### src/rtl/id_exe_pipe_skid_if.sv
// id_exe_pipe_skid_if: ID->EXE handshake, payload, flush and WB bypass bus
interface id_exe_pipe_skid_if #(
  parameter int DSIZE = 32,
  parameter int ISIZE = 32,
  parameter int AOP_W = 3,
  parameter int RA_W  = 5
);
  logic             flush;
  logic             in_valid;
  logic             in_ready;
  logic             alusrc_in;
  logic [AOP_W-1:0] aluop_in;
  logic [DSIZE-1:0] rdata1_in;
  logic [DSIZE-1:0] rdata2_in;
  logic [ISIZE-1:0] imm_in;
  logic [RA_W-1:0]  rs1_in;
  logic [RA_W-1:0]  rs2_in;
  logic [RA_W-1:0]  rd_in;
  logic             wb_wen;
  logic [RA_W-1:0]  wb_waddr;
  logic [DSIZE-1:0] wb_wdata;
  logic             out_valid;
  logic             out_ready;
  logic             alusrc_out;
  logic [AOP_W-1:0] aluop_out;
  logic [DSIZE-1:0] rdata1_out;
  logic [DSIZE-1:0] rdata2_out;
  logic [ISIZE-1:0] imm_out;
  logic [RA_W-1:0]  rs1_out;
  logic [RA_W-1:0]  rs2_out;
  logic [RA_W-1:0]  rd_out;
  modport master (
    output flush, in_valid, alusrc_in, aluop_in, rdata1_in, rdata2_in, imm_in, rs1_in, rs2_in, rd_in,
    output wb_wen, wb_waddr, wb_wdata, out_ready,
    input  in_ready, out_valid, alusrc_out, aluop_out, rdata1_out, rdata2_out, imm_out, rs1_out,
    input  rs2_out, rd_out
  );
  modport slave (
    input  flush, in_valid, alusrc_in, aluop_in, rdata1_in, rdata2_in, imm_in, rs1_in, rs2_in, rd_in,
    input  wb_wen, wb_waddr, wb_wdata, out_ready,
    output in_ready, out_valid, alusrc_out, aluop_out, rdata1_out, rdata2_out, imm_out, rs1_out,
    output rs2_out, rd_out
  );
endinterface

### src/rtl/id_exe_pipe_skid.sv
// id_exe_pipe_skid: ID->EXE register with 2-entry skid and registered ready; IDEX_WB_BYPASS_EN enables WB operand refresh
module id_exe_pipe_skid #(
  parameter int DSIZE = 32,
  parameter int ISIZE = 32,
  parameter int AOP_W = 3,
  parameter int RA_W  = 5
) (
  input logic clk,
  input logic rst,
  id_exe_pipe_skid_if.slave bus
);
  typedef struct packed {
    logic             alusrc;
    logic [AOP_W-1:0] aluop;
    logic [DSIZE-1:0] rd1;
    logic [DSIZE-1:0] rd2;
    logic [ISIZE-1:0] imm;
    logic [RA_W-1:0]  rs1;
    logic [RA_W-1:0]  rs2;
    logic [RA_W-1:0]  rd;
  } ent_t;
  ent_t m, s, in_e, in_b, m_b, s_b;
  logic m_v, s_v, hit, acc, cons;
`ifdef IDEX_WB_BYPASS_EN
  assign hit = bus.wb_wen && bus.wb_waddr != '0;
`else
  logic unused_wb;
  assign hit = 1'b0;
  assign unused_wb = bus.wb_wen;
`endif
  function automatic ent_t byp(ent_t e);
    byp = e;
    byp.rd1 = hit && e.rs1 == bus.wb_waddr ? bus.wb_wdata : e.rd1;
    byp.rd2 = hit && e.rs2 == bus.wb_waddr ? bus.wb_wdata : e.rd2;
  endfunction
  assign in_e = '{bus.alusrc_in, bus.aluop_in, bus.rdata1_in, bus.rdata2_in, bus.imm_in,
                  bus.rs1_in, bus.rs2_in, bus.rd_in};
  assign in_b = byp(in_e);
  assign m_b  = byp(m);
  assign s_b  = byp(s);
  assign acc  = bus.in_valid && !s_v;
  assign cons = m_v && bus.out_ready;
  always_ff @(posedge clk) begin
    if (rst) begin
      m_v <= 1'b0;
      s_v <= 1'b0;
      m   <= '0;
      s   <= '0;
    end else if (bus.flush) begin
      m_v <= 1'b0;
      s_v <= 1'b0;
    end else begin
      m <= m_b;
      s <= s_b;
      if (!m_v || (cons && !s_v)) begin
        m_v <= acc;
        if (acc) m <= in_b;
      end else if (cons) begin
        m   <= s_b;
        s_v <= 1'b0;
      end else if (acc) begin
        s   <= in_b;
        s_v <= 1'b1;
      end
    end
  end
  assign bus.in_ready   = !s_v;
  assign bus.out_valid  = m_v;
  assign bus.alusrc_out = m.alusrc;
  assign bus.aluop_out  = m.aluop;
  assign bus.rdata1_out = m.rd1;
  assign bus.rdata2_out = m.rd2;
  assign bus.imm_out    = m.imm;
  assign bus.rs1_out    = m.rs1;
  assign bus.rs2_out    = m.rs2;
  assign bus.rd_out     = m.rd;
endmodule

### src/flat_wrapper.sv
// flat-port wrapper written by rule: the top's interface ports become plain ports
module id_exe_pipe_skid_flat 
#(
  parameter int DSIZE = 32,
  parameter int ISIZE = 32,
  parameter int AOP_W = 3,
  parameter int RA_W  = 5
)
  (clk, rst, bus_flush, bus_in_valid, bus_alusrc_in, bus_aluop_in, bus_rdata1_in, bus_rdata2_in, bus_imm_in, bus_rs1_in, bus_rs2_in, bus_rd_in, bus_wb_wen, bus_wb_waddr, bus_wb_wdata, bus_out_ready, bus_in_ready, bus_out_valid, bus_alusrc_out, bus_aluop_out, bus_rdata1_out, bus_rdata2_out, bus_imm_out, bus_rs1_out, bus_rs2_out, bus_rd_out);
  id_exe_pipe_skid_if #(.DSIZE(DSIZE), .ISIZE(ISIZE), .AOP_W(AOP_W), .RA_W(RA_W)) bus_i ();
  input logic clk;
  input logic rst;
  input wire logic [$bits(bus_i.flush)-1:0] bus_flush;
  input wire logic [$bits(bus_i.in_valid)-1:0] bus_in_valid;
  input wire logic [$bits(bus_i.alusrc_in)-1:0] bus_alusrc_in;
  input wire logic [$bits(bus_i.aluop_in)-1:0] bus_aluop_in;
  input wire logic [$bits(bus_i.rdata1_in)-1:0] bus_rdata1_in;
  input wire logic [$bits(bus_i.rdata2_in)-1:0] bus_rdata2_in;
  input wire logic [$bits(bus_i.imm_in)-1:0] bus_imm_in;
  input wire logic [$bits(bus_i.rs1_in)-1:0] bus_rs1_in;
  input wire logic [$bits(bus_i.rs2_in)-1:0] bus_rs2_in;
  input wire logic [$bits(bus_i.rd_in)-1:0] bus_rd_in;
  input wire logic [$bits(bus_i.wb_wen)-1:0] bus_wb_wen;
  input wire logic [$bits(bus_i.wb_waddr)-1:0] bus_wb_waddr;
  input wire logic [$bits(bus_i.wb_wdata)-1:0] bus_wb_wdata;
  input wire logic [$bits(bus_i.out_ready)-1:0] bus_out_ready;
  output wire logic [$bits(bus_i.in_ready)-1:0] bus_in_ready;
  output wire logic [$bits(bus_i.out_valid)-1:0] bus_out_valid;
  output wire logic [$bits(bus_i.alusrc_out)-1:0] bus_alusrc_out;
  output wire logic [$bits(bus_i.aluop_out)-1:0] bus_aluop_out;
  output wire logic [$bits(bus_i.rdata1_out)-1:0] bus_rdata1_out;
  output wire logic [$bits(bus_i.rdata2_out)-1:0] bus_rdata2_out;
  output wire logic [$bits(bus_i.imm_out)-1:0] bus_imm_out;
  output wire logic [$bits(bus_i.rs1_out)-1:0] bus_rs1_out;
  output wire logic [$bits(bus_i.rs2_out)-1:0] bus_rs2_out;
  output wire logic [$bits(bus_i.rd_out)-1:0] bus_rd_out;
  assign bus_i.flush = bus_flush;
  assign bus_i.in_valid = bus_in_valid;
  assign bus_i.alusrc_in = bus_alusrc_in;
  assign bus_i.aluop_in = bus_aluop_in;
  assign bus_i.rdata1_in = bus_rdata1_in;
  assign bus_i.rdata2_in = bus_rdata2_in;
  assign bus_i.imm_in = bus_imm_in;
  assign bus_i.rs1_in = bus_rs1_in;
  assign bus_i.rs2_in = bus_rs2_in;
  assign bus_i.rd_in = bus_rd_in;
  assign bus_i.wb_wen = bus_wb_wen;
  assign bus_i.wb_waddr = bus_wb_waddr;
  assign bus_i.wb_wdata = bus_wb_wdata;
  assign bus_i.out_ready = bus_out_ready;
  assign bus_in_ready = bus_i.in_ready;
  assign bus_out_valid = bus_i.out_valid;
  assign bus_alusrc_out = bus_i.alusrc_out;
  assign bus_aluop_out = bus_i.aluop_out;
  assign bus_rdata1_out = bus_i.rdata1_out;
  assign bus_rdata2_out = bus_i.rdata2_out;
  assign bus_imm_out = bus_i.imm_out;
  assign bus_rs1_out = bus_i.rs1_out;
  assign bus_rs2_out = bus_i.rs2_out;
  assign bus_rd_out = bus_i.rd_out;
  id_exe_pipe_skid #(.DSIZE(DSIZE), .ISIZE(ISIZE), .AOP_W(AOP_W), .RA_W(RA_W)) u_core (.clk(clk), .rst(rst), .bus(bus_i));
endmodule
### config.mk
export PLATFORM = sky130hd
export DESIGN_NAME = id_exe_pipe_skid_flat
export DESIGN_NICKNAME = d
export VERILOG_FILES = /design/src/rtl/id_exe_pipe_skid_if.sv /design/src/rtl/id_exe_pipe_skid.sv /design/src/flat_wrapper.sv
export SDC_FILE = /design/constraint.sdc
export NUM_CORES = 1
export LEC_CHECK = 0
export BUFFER_PORTS_ARGS = -buffer_cell sky130_fd_sc_hd__buf_2
export CORE_ASPECT_RATIO = 1.2
export CORE_MARGIN = 2
export CORE_UTILIZATION = 40
export CTS_CLUSTER_SIZE = 10
export DETAILED_ROUTE_END_ITERATION = 6
export MAX_ROUTING_LAYER = met4
export PLACE_DENSITY = 0.75
export REMOVE_ABC_BUFFERS = 1
export SKIP_LAST_GASP = 1
export SLEW_MARGIN = 0
export SYNTH_ARGS = -nofsm -noshare
export SYNTH_HDL_FRONTEND = slang
export SYNTH_SLANG_ARGS = --single-unit
### constraint.sdc
create_clock -name clk -period 1.7 [get_ports clk]
set_input_delay 0.255 -clock clk [delete_from_list [all_inputs] [get_ports clk]]
set_output_delay 0.255 -clock clk [all_outputs]
set_load 0.005 [all_outputs]
==> results of run 1 <==
-- per-layer routing --
| layer | vias up | part of all wire | GRT usage |
|---|---|---|---|
| met5 | - | 0 | - |
| met4 | 0 | 0.042 | 0.141 |
| met3 | 129 | 0.085 | 0.0311 |
| met2 | 722 | 0.49 | 0.436 |
| met1 | 5785 | 0.38 | 0.317 |
| li1 | 5359 | - | - |
-- cells in the final DEF, fill, tap and decap left out, types with 2 or more instances in the layout --
cell type      Yosys  final
o211ai_1         115    115
clkbuf_16          0     31
nand3_1          115    115
a311oi_1          65     64
o21ai_1            5      6
a21oi_1          116    116
dfxtp_4            0      2
a31oi_1          115    115
clkbuf_1         149      2
dlygate4sd3_1      0    107
o21ai_0          225    224
buf_16             0      2
clkbuf_8           0      4
diode_2            0      4
bufbuf_16          0      2
a311oi_2          50     51
buf_2             30    234
buf_12             0     25
buf_4              2     33
dfxtp_1          232    230
-- sequential cells by signal, indices dropped and copies added, names as in the netlist --
name,count
u_core.s,115
u_core.bus.imm_out,32
u_core.bus.rdata1_out,32
u_core.bus.rdata2_out,32
u_core.bus.rd_out,5
u_core.bus.rs1_out,5
u_core.bus.rs2_out,5
u_core.bus.aluop_out,3
u_core.bus.alusrc_out,1
u_core.bus.out_valid,1
u_core.s_v,1
-- synthesized netlist by cell type, drive strengths merged, types with 3 or more instances --
cell type | number | area [sq um]
a21oi | 116 | 581
a311oi | 115 | 1320
a31oi | 115 | 719
buf | 42 | 248
clkbuf | 149 | 559
dfxtp | 232 | 4640
inv | 3 | 11.3
nand3 | 115 | 576
o211ai | 115 | 863
o21ai | 230 | 1150
-- worst min-delay path, delay by kind of cell --
kind                   cells  cell delay (ps)
buffers and inverters      1              110
and+or+nand+nor            1               60
AOI/OAI and AO/OA          1               60
-- repair_timing --
item,in CTS,in global routing
pin swaps,0,2
gates cloned,2,4
setup buffers,2,6
hold endpoints to repair,108,0
hold buffers,107,0
gates resized for setup,5,5
setup endpoints to repair,2,34
-- report_power, final --
group / internal (W) / total, W / switching, W / leakage [nW]
combinational: 0.000862 / 0.00198 / 0.00112 / 2.72
clock: 0.00293 / 0.00510 / 0.00217 / 0.357
sequential: 0.00565 / 0.00578 / 0.000126 / 1.89
-- final timing paths --
check / to / from / cells past startpoint
hold / removal: u_core.s[76] / bus_rdata2_in[29] / 3
setup reg to reg: u_core.bus.rdata1_out[26] / u_core.s_v / 7
hold reg to reg: u_core.s[5] / u_core.s[5] / 2
setup / recovery: u_core.bus.rdata1_out[26] / u_core.s_v / 7
-- final cells by class --
cell class / count / area share
antenna: 4 / 0.000694
clock buffer: 32 / 0.0502
inverter: 4 / 0.00165
multi-input combinational: 815 / 0.371
sequential: 232 / 0.322
tap: 335 / 0.0291
timing repair buffer: 410 / 0.225
-- metrics by stage --
| stage | power (W) | hold slack (ps) | util | instances | setup TNS, ps |
|---|---|---|---|---|---|
| finish | 0.0129 | 18.9 | 0.548 | 1832 | -11.1 |
| global route | 0.0133 | 10.6 | 0.547 | 1831 | -513 |
| CTS | 0.0129 | 0.355 | 0.541 | 1818 | -2.29 |
| detailed placement | 0.00757 | 467 | 0.469 | 1675 | 0 |
| global placement | 0.00753 | 460 | 0.469 | 1675 | 0 |
| floorplan | 0.00660 | 323 | - | 1051 | -1736620 |
-- logic make-up after synthesis --
group,count (synthesis),synth area share
compound gates,693,0.433
buf+inv,195,0.0764
flops,232,0.432
mux,1,0.00105
simple gates,121,0.0579
==> impl_metrics.json, run 1 <==
{
  "status": "finished with violations",
  "violations": "setup timing",
  "grt_max_degree": 78,
  "design_area_sq_um": 14400,
  "gp_congestion": 0.792,
  "cpLargestDelayFamily": "buffers and inverters",
  "tightestPinTransition_ps": 548,
  "slew_headroom": 0.634,
  "wl_per_cell_um": 21.8,
  "postSynthAreaPerCell_sq_um": 8.66,
  "critPathMaxStageDelay_ps": 370,
  "dpl.hpwl_um": 20500,
  "crit_path_top_delay_cell": "dfxtp_4",
  "via_per_inst": 6.55,
  "drt_iter0_markers": 1170,
  "grt_pass1_vias": 11800,
  "fmax_mhz": 584,
  "ys_seq_area_frac": 0.432,
  "async_flop_share": 0,
  "cp.arrival_ps": 2120,
  "start_util": 0.408,
  "synth-seq-cells": 232,
  "crit_chain": "buf_8, buf_4, nor2b_4, buf_4, buf_12, o21ai_0, a311oi_2",
  "crit_buf_inv": 4,
  "synth_flop_cell": "dfxtp_1",
  "grt_pass1_wl_um": 60200,
  "die-area_sq_um": 28200,
  "clock_path_buffers": 3,
  "end_kind": "flip-flop",
  "layout.nets": 1648,
  "fin_crit_ps": 1710,
  "powerDensity_nw_per_um2": 891,
  "worst-setup-path-type": "reg -> reg",
  "row_count": 65,
  "cp_max_fo": 26,
  "p_leak_nw": 4.97,
  "grt_setup_unrepaired": "yes",
  "hold_viol_final": 0,
  "drv_cap": 0,
  "portBuffers": 236,
  "crit_path_frequent_cell": "buf_4",
  "hold_path.class": "in -> reg",
  "setup_viol": 1,
  "synth_edf_count": 0,
  "cts_root_buffer": "clkbuf_16",
  "wl_um": 39900,
  "yosysUniqueCellTypes": 26,
  "dr.pass1.iters": 5,
  "regArea_sq_um": 4650,
  "start_kind": "flip-flop",
  "syn_to_final_growth_pct": 34.2,
  "syn_inst": 1242,
  "place_ws_ps": 113,
  "required_ps": 2110,
  "nFillCells": 2287,
  "maxSlewViolCount": 0,
  "die_x_um": 154,
  "multi_input_area_sq_um": 5350,
  "clock_latency_ps": 530,
  "drc": 0,
  "numCtsBuffers": 27,
  "ant_nets": 0,
  "clock-sinks": 232,
  "vias": 12000,
  "setup_slack_ps": -11.1,
  "grt_overflow": 0,
  "io_pins": 275,
  "r2r_slack_ps": -10,
  "place_area_sq_um": 12400,
  "grt_usage": 0.264,
  "h-tree-depth": 1,
  "core_sq_um": 26400,
  "yosys_warnings": 0,
  "period_share": 1.01,
  "drive_above_1_share": 0.265,
  "ir_drop_v": 0.000552,
  "dieHeight_um": 184,
  "syn_area_sq_um": 10800,
  "cts_tree": "yes",
  "clk_pin_slew_ps": 60,
  "antenna_found_initial": 3,
  "clock_skew_ps": 12.3
}
Power figures use the tool's default switching activity.
==> run 2: changes to the inputs <==
Settings changed: CORE_UTILIZATION 40 to 48, PLACE_DENSITY 0.75 to 0.86.
==> run 2 against run 1 <==
Worst hold slack lost 13 ps. Global-route usage up 3.7 points. Sequential share of layout area increased by 1.8 points. The flow now finishes without violations. Utilization grew 6.8 points. Clock-buffer cell count is 2 lower. Die area decreased by 16%. Non-clock buffer count fell by 56. Cell count decreased by 6.3%. Total power decreased by 2.6%. First-iteration DRC count grew 35%. Sequential cell count stayed put.
==> impl_metrics.json, run 2 (synthesis results as in run 1) <==
{
  "status": "finished clean",
  "clock_latency_ps": 520,
  "grt_pass1_vias": 11700,
  "cts_tree": "yes",
  "grt_usage": 0.302,
  "start_kind": "input pin",
  "setup_slack_ps": 49.1,
  "tightestPinTransition_ps": 498,
  "crit_path_top_delay_cell": "dlygate4sd3_1",
  "powerDensity_nw_per_um2": 916,
  "fin_tns_setup_ps": 0,
  "portBuffers": 236,
  "most-common-layout-cells": "234 x buf_2, 230 x dfxtp_1, 225 x o21ai_0",
  "die_x_um": 141,
  "clock-sinks": 232,
  "cp.arrival_ps": 2090,
  "holdWs_ps": 6.22,
  "setup.worst_path.start": "bus_flush",
  "layout.nets": 1592,
  "r2r-start": "u_core.s_v",
  "place_ws_ps": 50.8,
  "via_per_inst": 6.95,
  "syn_to_final_growth_pct": 27.2,
  "wl_um": 37000,
  "dieHeight_um": 168,
  "ir_drop_v": 0.000765,
  "io_pins": 275,
  "h-tree-depth": 1,
  "vias": 11900,
  "maxSlewViolCount": 0,
  "end_kind": "flip-flop",
  "gp_congestion": 0.827,
  "hold_path.class": "in -> reg",
  "p_leak_nw": 4.66,
  "largest_reg_flops": 115,
  "crit_chain": "dlygate4sd3_1, buf_2, nor4bb_4, buf_12, nand3_1, a21oi_1",
  "fmax_mhz": 606,
  "final_common_cell": "buf_2",
  "antenna_found_initial": 1,
  "cts_root_buffer": "clkbuf_16",
  "cp_max_fo": 72,
  "grt_overflow": 0,
  "clock_skew_ps": 8.70,
  "grt_pass1_wl_um": 57800,
  "grt_setup_unrepaired": "no",
  "drc": 0,
  "worst-setup-path-type": "in -> reg",
  "clock_path_buffers": 3,
  "grt_max_degree": 93,
  "drv_cap": 0,
  "fin_crit_ps": 1650,
  "final_cells": 1716,
  "dr.pass1.iters": 6,
  "start_util": 0.484,
  "dpl.hpwl_um": 19400,
  "numCtsBuffers": 27,
  "nFillCells": 1774,
  "wl_per_cell_um": 21.6,
  "fin_util": 0.615,
  "required_ps": 2140,
  "drive_above_1_share": 0.259,
  "clk_pin_slew_ps": 50,
  "hold_viol_final": 0,
  "die-area_sq_um": 23600,
  "core_sq_um": 22200,
  "ant_nets": 0,
  "slew_headroom": 0.668,
  "dp.cells": 1611,
  "row_count": 60,
  "setup_viol": 0,
  "top_register": "u_core.s",
  "critPathMaxStageDelay_ps": 560,
  "period_share": 0.971,
  "min-delay-start": "bus_rdata1_in[29]",
  "drt_iter0_markers": 1574
}
==> run 2: timing repair <==
action                                  4_1_cts  5_1_grt
gates resized for setup                       6        0
gates cloned                                  0        1
endpoints found under the setup margin        2        1
hold buffers                                 69        2
buffers inserted                              0        1
endpoints found under the hold margin        69        2
==> run 2: per-stage QoR <==
step,area [sq um],total power (W)
after floorplan,9950,0.00660
after global placement,12200,0.00747
after detailed placement,12200,0.00752
after CTS,13600,0.0125
after global routing,13700,0.0129
final,13700,0.0125
==> run 2: metal layers <==
layer / global-route usage / vias to the layer above / share of wire
li1: - / 5242 / -
met1: 0.351 / 5686 / 0.38
met2: 0.498 / 813 / 0.49
met3: 0.0464 / 180 / 0.087
met4: 0.170 / 0 / 0.047
met5: - / - / 0
==> run 2: cell type report <==
type                    count  area [sq um]  share of cell area
clock buffers              30           687              0.0502
inverters                   4          22.5             0.00165
repair buffers            354          2610               0.191
flip-flops and latches    232          4650               0.340
well taps                 279           349              0.0255
multi-input cells         815          5340               0.391
diodes                      1          2.50            0.000183
clock inverters             1          8.76            0.000640
==> run 2: critical path: cells and delay by family <==
kind	cells	cell delay (ps)
buf+inv	3	1080
compound gates	1	170
simple gates	2	510
==> run 2: final timing paths <==
path	slack [ps]	end	depth (start not counted)
worst max register to register	60	u_core.bus.rdata1_out[19]	4
worst min-delay path	6	u_core.s[108]	3
worst min register to register	470	u_core.s[78]	2
worst max-delay path	50	u_core.s[83]	6
==> run 2: where the power goes <==
group / internal [W] / leakage [nW] / switching, W / total [W]
sequential: 0.00565 / 1.89 / 0.000124 / 0.00578
clock: 0.00280 / 0.340 / 0.00213 / 0.00493
combinational: 0.000753 / 2.42 / 0.00107 / 0.00182
==> run 3: changes to the inputs <==
Settings changed: CORE_MARGIN 2 to 1, CORE_UTILIZATION 48 to 50, CTS_BUF_LIST set to sky130_fd_sc_hd__clkbuf_2 sky130_fd_sc_hd__clkbuf_4 sky130_fd_sc_hd__clkbuf_8, PLACE_DENSITY 0.86 to 0.8.
==> run 3 against run 2 <==
Total power is 1.5% higher. Worst hold slack better by 14 ps. Cell count is 3.8% higher. Non-clock buffer count is 45 higher. Setup slack better by 9.8 ps. Via count is 1.5% higher. Clock-buffer cell count is 29 higher. Die area is 6.4% lower. Routed wire length is 3.5% higher.
==> impl_metrics.json, run 3 (synthesis results as in run 1) <==
{
  "fin_crit_ps": 1640,
  "critPathMaxStageDelay_ps": 430,
  "clk_pin_slew_ps": 60,
  "largest_reg_flops": 115,
  "clock-sinks": 232,
  "status": "finished clean",
  "clock_latency_ps": 520,
  "numCtsBuffers": 39,
  "syn_to_final_growth_pct": 32.9,
  "drc": 0,
  "multi_input_area_sq_um": 5360,
  "fin_tns_setup_ps": 0,
  "wl_met3_um": 3690,
  "hold_path.class": "in -> reg",
  "cts_root_buffer": "clkbuf_8",
  "nFillCells": 1633,
  "cpLargestDelayFamily": "flip-flops",
  "top_register": "u_core.s",
  "cts_tree": "yes",
  "top_layer_used": "met4",
  "row_count": 58,
  "grt_max_degree": 94,
  "h-tree-depth": 2,
  "drt_iter0_markers": 1431,
  "core_sq_um": 21000,
  "dpl.hpwl_um": 19200,
  "hold_viol_final": 0,
  "place_area_sq_um": 12300,
  "powerDensity_nw_per_um2": 890,
  "period_share": 0.965,
  "die_x_um": 136,
  "ir_drop_v": 0.000587,
  "wl_um": 38300,
  "via_per_inst": 6.79,
  "slew_headroom": 0.512,
  "place_ws_ps": 28.4,
  "antenna_found_initial": 0,
  "final_common_cell": "buf_2",
  "fin_util": 0.679,
  "tightestPinTransition_ps": 732,
  "required_ps": 2120,
  "cp.arrival_ps": 2060,
  "holdWs_ps": 20.6,
  "portBuffers": 236,
  "dr.pass1.iters": 6,
  "cp_max_fo": 25,
  "start_kind": "flip-flop",
  "regArea_sq_um": 4650,
  "worst-setup-path-type": "reg -> reg",
  "grt_usage": 0.342,
  "grt_setup_unrepaired": "no",
  "ant_nets": 0,
  "fmax_mhz": 609,
  "vias": 12100,
  "m1WireLength_um": 14600,
  "p_leak_nw": 4.96,
  "setup_viol": 0,
  "drive_above_1_share": 0.275,
  "crit_path_top_delay_cell": "dfxtp_4",
  "clock_skew_ps": 24.0,
  "layout.nets": 1649,
  "wl_per_cell_um": 21.5,
  "drv_cap": 0,
  "crit_chain": "mux2_4, and3_4, buf_12, a311oi_1",
  "dieHeight_um": 163,
  "end_kind": "flip-flop",
  "crit_buf_inv": 1,
  "start_util": 0.511,
  "clock_path_buffers": 3,
  "setup_slack_ps": 58.9,
  "grt_pass1_vias": 11800,
  "most-common-layout-cells": "234 x buf_2, 230 x dfxtp_1, 225 x o21ai_0",
  "die-area_sq_um": 22100,
  "maxSlewViolCount": 0,
  "gp_congestion": 0.790,
  "grt_overflow": 0,
  "grt_pass1_wl_um": 59600,
  "dr_wl_met2_um": 18500,
  "io_pins": 275,
  "design_area_sq_um": 14300
}
==> run 3: changes by cell type in the layout (fill, tap and decap cells not counted), sizes merged <==
cell / previous run / this run
dlygate4sd3: 71 / 108
clkbuf: 32 / 61
buf: 281 / 287
bufbuf: 0 / 2
inv: 2 / 3
==> run 3: cell type report <==
class,count,area share
Multi-Input combinational cell,815,0.375
Sequential cell,232,0.325
Timing Repair Buffer,399,0.221
Clock buffer,59,0.0520
Tap cell,270,0.0236
Inverter,4,0.00166
Clock inverter,2,0.000700
Antenna cell,1,0.000175
==> run 3: final timing paths <==
check / to / depth (start not counted) / slack, ps / startpoint
worst max-delay path: u_core.bus.rdata1_out[20] / 4 / 60 / u_core.s_v
worst min-delay path: u_core.s[65] / 3 / 20 / bus_rdata2_in[18]
worst max register to register: u_core.bus.rdata1_out[20] / 4 / 60 / u_core.s_v
worst min register to register: u_core.s[101] / 2 / 470 / u_core.s[101]
==> run 3: repair_timing <==
item                                   CTS  global route
setup buffers                            0             6
gates cloned                             2             1
setup endpoints to repair                2            51
hold buffers                           108             0
pin swaps                                0             1
resized for setup                        5             4
endpoints found under the hold margin  109             0
==> run 3: routing by layer <==
layer  global-route usage  up-vias
met3               0.0585      142
li1                     -     5360
met4                0.186        0
met5                    -        -
met1                0.399     5788
met2                0.558      812
==> run 3: report_power, final <==
group / switching, W / total [W] / internal [W]
sequential: 0.000125 / 0.00578 / 0.00565
combinational: 0.00111 / 0.00196 / 0.000847
clock: 0.00223 / 0.00498 / 0.00275
total: 0.00346 / 0.0127 / 0.00925
==> run 3: through the flow <==
stage	instances	total power, W
3_3_place_gp	1603	0.00750
2_1_floorplan	1051	0.00660
3_5_place_dp	1603	0.00754
5_1_grt	1781	0.0131
6_report	1782	0.0127
4_1_cts	1774	0.0126
==> run 3: worst register-to-register path, cell delays in order (launching register included) <==
cell and delay, ps:
dfxtp_4 430, mux2_4 380, and3_4 250, buf_12 200
a311oi_1 290
